==> config.mk <==
export PLATFORM = sky130hd
export DESIGN_NAME = adsr_env
export DESIGN_NICKNAME = d
export VERILOG_FILES = /design/src/rtl/cd101_pkg.sv /design/src/rtl/adsr_env_tick_sync.sv /design/src/rtl/adsr_env.sv
export SDC_FILE = /design/constraint.sdc
export NUM_CORES = 1
export LEC_CHECK = 0
export ABC_AREA = 1
export CORE_ASPECT_RATIO = 1.2
export CORE_MARGIN = 2
export CORE_UTILIZATION = 50
export DETAILED_ROUTE_END_ITERATION = 8
export PLACE_DENSITY = 0.77
export REMOVE_ABC_BUFFERS = 1
export SKIP_LAST_GASP = 1
export SYNTH_ARGS = -nofsm -noshare
export SYNTH_HDL_FRONTEND = slang
export SYNTH_SLANG_ARGS = --single-unit
export TNS_END_PERCENT = 1
==> constraint.sdc <==
create_clock -name clk -period 3.1 [get_ports clk]
set_input_delay 0.62 -clock clk [delete_from_list [all_inputs] [get_ports clk]]
set_output_delay 0.62 -clock clk [all_outputs]
set_load 0.02 [all_outputs]
==> src/rtl/cd101_pkg.sv <==
// Shared definitions for the ADSR envelope block: state codes, default widths
// and the full-scale envelope constant.
package cd101_pkg;

    localparam int ENV_W_DEF  = 8;
    localparam int RATE_W_DEF = 4;

    localparam logic [ENV_W_DEF-1:0] ENV_MAX = '1;

    typedef enum logic [2:0] {
        IDLE    = 3'd0,
        ATTACK  = 3'd1,
        DECAY   = 3'd2,
        SUSTAIN = 3'd3,
        RELEASE = 3'd4
    } adsr_state_t;

endpackage

==> src/rtl/adsr_env_tick_sync.sv <==
// Brings an asynchronous divided clock into the clk domain and turns each of
// its rising edges into a single-cycle pulse; reusable for any clkdiv output.
module tick_sync (
    input  logic clk,
    input  logic arstn,
    input  logic async_sig,
    output logic pulse
);

    logic meta;
    logic sync;
    logic sync_d;

    always_ff @(posedge clk or negedge arstn) begin
        if (!arstn) begin
            meta   <= 1'b0;
            sync   <= 1'b0;
            sync_d <= 1'b0;
        end else begin
            meta   <= async_sig;
            sync   <= meta;
            sync_d <= sync;
        end
    end

    assign pulse = sync & ~sync_d;

endmodule

==> src/rtl/adsr_env.sv <==
// ADSR envelope generator stepped by a synchronized divided clock.
// Define ADSR_EXP_DECAY_EN for env-proportional (roughly exponential) decay and release.
module adsr_env
    import cd101_pkg::*;
#(
    parameter int ENV_W  = ENV_W_DEF,
    parameter int RATE_W = RATE_W_DEF
) (
    input  logic              clk,
    input  logic              arstn,
    input  logic              tick_in,
    input  logic              gate,
    input  logic [RATE_W-1:0] attack,
    input  logic [RATE_W-1:0] decay,
    input  logic [RATE_W-1:0] release_rate,
    input  logic [RATE_W-1:0] sustain,
    output logic [ENV_W-1:0]  env,
    output logic [2:0]        state,
    output logic              active
);

    localparam int REPS = (ENV_W + RATE_W - 1) / RATE_W;
    localparam logic [ENV_W:0] MAX_X = {1'b0, {ENV_W{1'b1}}};
    localparam logic [ENV_W:0] ONE_X = {{ENV_W{1'b0}}, 1'b1};

    adsr_state_t st;
    logic        step;
    logic        gate_q;
    logic        gate_rise;

    logic [REPS*RATE_W-1:0] level_rep;
    logic [ENV_W-1:0]       level;
    logic [ENV_W:0]         env_x;
    logic [ENV_W:0]         att_sum;
    logic [ENV_W:0]         dec_inc;
    logic [ENV_W:0]         rel_inc;
    logic [ENV_W:0]         dec_next;
    logic [ENV_W:0]         rel_next;

    tick_sync u_tick_sync (
        .clk       (clk),
        .arstn     (arstn),
        .async_sig (tick_in),
        .pulse     (step)
    );

    // Sustain code replicated across the envelope width so code 15 maps to full scale.
    assign level_rep = {REPS{sustain}};
    assign level     = level_rep[ENV_W-1:0];
    assign gate_rise = gate & ~gate_q;

    // One extra bit of headroom so neither the attack add nor the decrements can wrap.
    always_comb begin
        env_x   = {1'b0, env};
        att_sum = env_x + (ENV_W+1)'(attack) + ONE_X;
`ifdef ADSR_EXP_DECAY_EN
        dec_inc = (env_x >> 3) + (ENV_W+1)'(decay) + ONE_X;
        rel_inc = (env_x >> 3) + (ENV_W+1)'(release_rate) + ONE_X;
`else
        dec_inc = (ENV_W+1)'(decay) + ONE_X;
        rel_inc = (ENV_W+1)'(release_rate) + ONE_X;
`endif
        dec_next = (env_x > dec_inc) ? env_x - dec_inc : '0;
        rel_next = (env_x > rel_inc) ? env_x - rel_inc : '0;
    end

    // Gate transitions take priority over a coincident step, which is then dropped.
    always_ff @(posedge clk or negedge arstn) begin
        if (!arstn) begin
            st     <= IDLE;
            env    <= '0;
            active <= 1'b0;
            gate_q <= 1'b0;
        end else begin
            gate_q <= gate;
            if (gate_rise) begin
                st     <= ATTACK;
                active <= 1'b1;
            end else if (!gate && (st == ATTACK || st == DECAY || st == SUSTAIN)) begin
                st     <= RELEASE;
                active <= 1'b1;
            end else begin
                case (st)
                    IDLE: env <= '0;
                    ATTACK: begin
                        if (step) begin
                            if (att_sum >= MAX_X) begin
                                env <= MAX_X[ENV_W-1:0];
                                st  <= DECAY;
                            end else begin
                                env <= att_sum[ENV_W-1:0];
                            end
                        end
                    end
                    DECAY: begin
                        if (step) begin
                            if (dec_next <= {1'b0, level}) begin
                                env <= level;
                                st  <= SUSTAIN;
                            end else begin
                                env <= dec_next[ENV_W-1:0];
                            end
                        end
                    end
                    SUSTAIN: env <= level;
                    RELEASE: begin
                        if (step) begin
                            if (rel_next == '0) begin
                                env    <= '0;
                                st     <= IDLE;
                                active <= 1'b0;
                            end else begin
                                env <= rel_next[ENV_W-1:0];
                            end
                        end
                    end
                    default: begin
                        st     <= IDLE;
                        env    <= '0;
                        active <= 1'b0;
                    end
                endcase
            end
        end
    end

    assign state = st;

endmodule

## Word level (Yosys, flattened, before mapping)

Index checks and enable logic that the tools add are counted.

- Register bits after elaboration: 16
- Bits of input ports: 20
- Output and inout port bits: 12
- Word-level logic and storage cells: 72

- Add/sub/neg operators: 6
- $lt $le $gt $ge: 4
- Equal/unequal tests: 15
- Mux-type cells: 23
- Bitwise gates (word level): 6
- Reduce and logical (&&, ||, !) cells: 11

Operator list:

| cell | number |
|---|---|
| 8-bit 2-to-1 mux | 6 |
| 8-bit case mux with 4 select lines | 1 |
| 3-bit 2-to-1 mux | 8 |
| 9-bit 2-to-1 mux | 2 |
| 8-bit by 5-bit subtractor with 9-bit output | 2 |
| 8-bit by 5-bit greater-than comparator with 1-bit output | 2 |
| 3-bit case mux with 4 select lines | 1 |
| 4-bit by 1-bit adder with 5-bit output, second input constant | 2 |
| 8-bit by 4-bit adder with 9-bit output | 1 |
| 9-bit by 1-bit adder with 9-bit output, second input constant | 1 |
| 9-bit by 8-bit >= comparator with 1-bit output, second input constant | 1 |
| 9-bit by 8-bit less-or-equal comparator with 1-bit output | 1 |
| 9-bit logical NOT | 1 |
| 4-bit by 2-bit != test with 1-bit output, second input constant | 2 |
| 4-bit by 3-bit != test with 1-bit output, second input constant | 2 |
| 4-bit != test, second input constant | 2 |
| 7-bit AND reduction | 1 |
| 3-bit by 2-bit == test with 1-bit output, second input constant | 2 |
| 2-bit != test, second input constant | 3 |
| 3-bit by 1-bit != test with 1-bit output, second input constant | 2 |
| 5-bit AND reduction | 1 |
| 1-bit 2-to-1 mux | 4 |
| 1-bit NOT | 4 |
| 4-bit OR reduction | 1 |
| other kinds (10) | 12 |

## Longest topological paths before layout

- Depth after elaboration: 9
- Gate-level depth with buffers: 28
- Mapped depth without buffers: 28

## Modules after synthesis

Synthesis repeated with hierarchy kept, for this count alone.

- Cells, all modules: 397
- Area, all modules: 2528.7 sq um

By module, submodules not included:

| module | instances | cells each | area each (sq um) | seq. area each (sq um) |
|---|---|---|---|---|
| adsr_env | 1 | 392 | 2443.6 | 325.3 |
| tick_sync | 1 | 5 | 85.1 | 75.1 |

## Least setup slack after synthesis

No wires, ideal clock.

- Kind: input -> register
- From: input decay[0]
- To: register st[0] (netlist: state[0])
- Setup time: 121 ps
- Data arrival time: 3402 ps
- Required time: 2979 ps
- Slack: -423 ps
- Stages: 28
- Buffers on the path: 1
- Cell sequence: ha_1 xnor2_1 ha_1 a21oi_1 o21ai_2 a21boi_2 nand2_1 nand2_1 nand2_1 nand2_1 inv_1 ha_1 nand2_1 nor2_1 nand2_1 nand3_1 nand2_1 nand2_1 nand2_1 nand2_1 nand2_1 nand2_2 buf_6 nand2_1 nand3_1 nand2_1 nand3_1 nand2_1

- Longest elaborated chain between the ends: 6
- Elaborated cells on any way between the ends: 7
- Those cells by class: add/sub (2); order compare (2); eq/ne (1); mux (1); reduce/logical (1)

RTL lines:

| what | line | text |
|---|---|---|
| start: declaration | adsr_env.sv:14 | `input logic [RATE_W-1:0] decay,` |
| 4-bit by 1-bit adder with 5-bit output (*) | adsr_env.sv:60 | `dec_inc = (ENV_W+1)'(decay) + ONE_X;` |
| 8-bit by 5-bit subtractor with 9-bit output / 8-bit by 5-bit greater-than comparator with 1-bit output (equally long branches) | adsr_env.sv:63 | `dec_next = (env_x > dec_inc) ? env_x - dec_inc : '0;` |
| 9-bit 2-to-1 mux (*) | adsr_env.sv:63 |  |
| 9-bit by 8-bit less-or-equal comparator with 1-bit output (*) | adsr_env.sv:97 | `if (dec_next <= {1'b0, level}) begin` |
| 4-bit by 2-bit != test with 1-bit output (no line) (*) | n/a |  |
| 7-bit AND reduction (no line) (*) | n/a |  |
| end signal: assignment | adsr_env.sv:70 | `st <= IDLE;` |
| end signal: assignment | adsr_env.sv:99 | `st <= SUSTAIN;` |
| end signal: assignment | adsr_env.sv:110 | `st <= IDLE;` |
| end: declaration | adsr_env.sv:26 | `adsr_state_t st;` |

Mark *: on every way between the ends. The rest lies on a longest branch, timed or not.
A chain may end at the register's enable or synchronous reset.

## Worst setup path after layout

- From: input decay[1]
- To: register env[5]

- Longest elaborated chain between the ends: 7
- Elaborated cells on any way between the ends: 8
- Those cells by class: add/sub (2); order compare (2); mux (4)

RTL lines:

| what | line | text |
|---|---|---|
| 4-bit by 1-bit adder with 5-bit output (*) | adsr_env.sv:60 |  |
| 8-bit by 5-bit subtractor with 9-bit output / 8-bit by 5-bit greater-than comparator with 1-bit output (equally long branches) | adsr_env.sv:63 |  |
| 9-bit 2-to-1 mux (*) | adsr_env.sv:63 |  |
| 9-bit by 8-bit less-or-equal comparator with 1-bit output | adsr_env.sv:97 |  |
| 8-bit 2-to-1 mux (*) | adsr_env.sv:97 |  |
| 8-bit 2-to-1 mux (*) | adsr_env.sv:96 | `if (step) begin` |
| 8-bit case mux with 4 select lines (*) | adsr_env.sv:83 | `case (st)` |
| end signal: assignment | adsr_env.sv:88 | `env <= MAX_X[ENV_W-1:0];` |
| end signal: assignment | adsr_env.sv:98 | `env <= level;` |
| end signal: assignment | adsr_env.sv:101 | `env <= dec_next[ENV_W-1:0];` |
| end: declaration | adsr_env.sv:17 | `output logic [ENV_W-1:0] env,` |

Mark *: on every way between the ends. The rest lies on a longest branch, timed or not. The select of a mux whose other input is x is not followed.

==> flow_summary.ini <==
[layout]
fin_util = 0.763
nets = 520
finalInstanceArea_mm2 = 0.00351
fillers = 374
drive_above_1_share = 0.257
diodes = 0
layout-area-overhead-vs-synth_pct = 47.3
register_area_um2 = 400
multiInputGateArea_mm2 = 0.00205
final_cells = 529

[route]
post_drt_wl_per_cell_um = 14.7
initialDrtViolationCount = 121
ant_nets = 0
drcViolationCount = 0
routed_wl_um = 7770
via_count = 2832
viasPerCell = 5.35
dr.pass1.iters = 5

[sta]
tns_ns = -1.69
slew_headroom = 0.489
fmax_ghz = 0.300
period_minus_slack_ns = 3.33
worst_slew_pin_slew_ns = 0.765
finalWorstSetupSlack_ns = -0.232
holdWs_ns = 0.358
report.final.hold_viol_count = 0
fin_crit_sh = 1.07
slew_viol_final = 0
rsz0062_at_grt = yes
setup_violations = 10
skew_ns = 0.00276

[grt]
overflow = 0
grt_pass1_vias = 2833
grt_first_pass_wirelength_um = 12200
grt_max_degree = 17
antenna_found_initial = 0
grt_usage = 0.297

[clocking]
htreeDepth = 1
clockRootBuffer = clkbuf_8
cts.sinks = 16
cts.clk_slew.worst_paths_ns = 0.07
clk_latency_ns = 0.25
cts_tree = yes
ctsHoldBuffers = 0
clk_path_buf_depth = 2
cts_inserted_buffers = 3

[worst_setup_path]
critical_path_peak_fanout = 4
r2r_start = env[0]
critical_path_required_ns = 3.24
cp_slowest_stage_delay_ns = 0.22
r2r_slack_ns = -0.06
cp_slowest_cell = ha_4
cp-startpoint = decay[1]
path_class = in -> reg
r2r_end = env[5]
crit_path_start_kind = input port
critPathCapture = env[5]
cp-end-kind = flip-flop
crit_path_frequent_cell = nand2_1
crit_arrival_ns = 3.47
r2r.worst_path.cells = 24

[floorplanning]
ios = 32
core_mm2 = 0.00459
rows = 27
initial_core_util = 0.518
die-area_mm2 = 0.00533
die_h_um = 79.6
die_w_um = 67.0

[synth]
synthMuxAreaShare = 0
synth_top_family_by_area = simple AND/OR/NAND/NOR gates
ys_seq_area_frac = 0.168
synth-xor-area-share = 0.0441
synth-compound-area-share = 0.0851
ys_seq_elements = 16
synthAdderAreaFrac = 0.157
synth.cell_area_mm2 = 0.00238
ys.warnings.count = 0
synthSimpleGateAreaFrac = 0.415
syn_area_per_cell_um2 = 6.01
syn_inst = 396
synthDistinctLibCells = 33

[place]
place_hpwl_um = 5680
place_congestion = 1.07
dp.cells = 518
placed_area_mm2 = 0.00302
io_buffers = 31
place_ws_ns = -0.996

[pwr]
vdd_drop_max_uv = 659
p_per_area_mw_per_mm2 = 1110
power.leakage_nw = 1.87
p_total_mw = 3.88

[outcome]
violations = negative setup slack
status = complete, but fails checks

[min_path]
worstHoldPathType = reg -> reg

[run]
cap_violations = 0
## critical path, delay by kind of cell
family,cells,cell delay [ns]
adders and majority gates,3,0.60
AOI/OAI and AO/OA,2,0.32
buffers and inverters,4,0.42
and+or+nand+nor,19,1.50
## layer usage
metal,vias to the layer above,GRT usage,share of wire
li1,1409,-,-
met1,1314,0.342,0.41
met2,87,0.552,0.51
met3,22,0.0381,0.041
met4,0,0.102,0.034
met5,-,0,0
## where the power goes
group	switching, mW	internal [mW]	total (mW)
clock	0.0759	0.113	0.189
combinational	1.96	1.42	3.38
sequential	0.0498	0.270	0.319
## repair_timing
action | CTS | global route
gates cloned | 1 | 0
endpoints found under the setup margin | 10 | 11
pin swaps | 28 | 24
setup buffers | 5 | 1
resized for setup | 54 | 42
## synthesized netlist by cell type, drive strengths merged
master,n,share of area
nor3,2,0.0042
a21oi,13,0.032
nand3,48,0.11
a21boi,2,0.0079
nand3b,4,0.013
ha,25,0.13
nor2,25,0.039
a31oi,1,0.0026
inv,71,0.11
xnor2,7,0.026
fa,3,0.025
nand2,138,0.22
dfrtp,16,0.17
or2,2,0.0053
nand4,10,0.029
o21ai,12,0.027
a31o,1,0.0037
clkbuf,2,0.0032
xor2,5,0.018
a22oi,1,0.0032
buf,5,0.016
o22ai,1,0.0026
o21bai,2,0.0063
## sequential cells by signal, summed over array words and instances, names as in the netlist
name,count
active,1
u_tick_sync.meta,1
state,3
env,8
u_tick_sync.sync,1
u_tick_sync.sync_d,1
gate_q,1
## worst min path at each step
stage | endpoint | cells after the start | slack, ns | from
after CTS | u_tick_sync.sync | 0 | 0.36 | u_tick_sync.meta
final | u_tick_sync.sync | 0 | 0.36 | u_tick_sync.meta
after global placement | u_tick_sync.sync | 0 | 0.34 | u_tick_sync.meta
after global routing | u_tick_sync.sync | 0 | 0.37 | u_tick_sync.meta
after detailed placement | u_tick_sync.sync | 0 | 0.34 | u_tick_sync.meta
after floorplan | active | 0 | 0.32 | arstn
## cell usage in the layout, fill, tap and decap left out, types with 5 or more instances in the layout
cell type          n
a21oi_1            9
buf_4             44
clkdlybuf4s50_1   27
dfrtp_1           16
ha_1              16
ha_4               9
inv_1             64
inv_2              7
nand2_1          118
nand2_2           12
nand2_4            7
nand3_1           31
nand3_2           14
nand4_1            9
nor2_1            24
o21ai_0            9
xnor2_1            6
xor2_1             5
## kinds of logic after synthesis
| kind of cell | Yosys count |
|---|---|
| AO/OA/AOI/OAI | 33 |
| XOR/XNOR | 12 |
| adder cells (fa/ha/maj) | 28 |
| buffers and inverters | 78 |
| flip-flops | 16 |
| AND/OR/NAND/NOR | 229 |
## cell type report
type / instances / share of cell area
Sequential cell: 16 / 0.114
Tap cell: 58 / 0.0207
Multi-Input combinational cell: 303 / 0.584
Inverter: 71 / 0.0760
Timing Repair Buffer: 77 / 0.189
Clock buffer: 4 / 0.0157
Power figures use the tool's default switching activity.
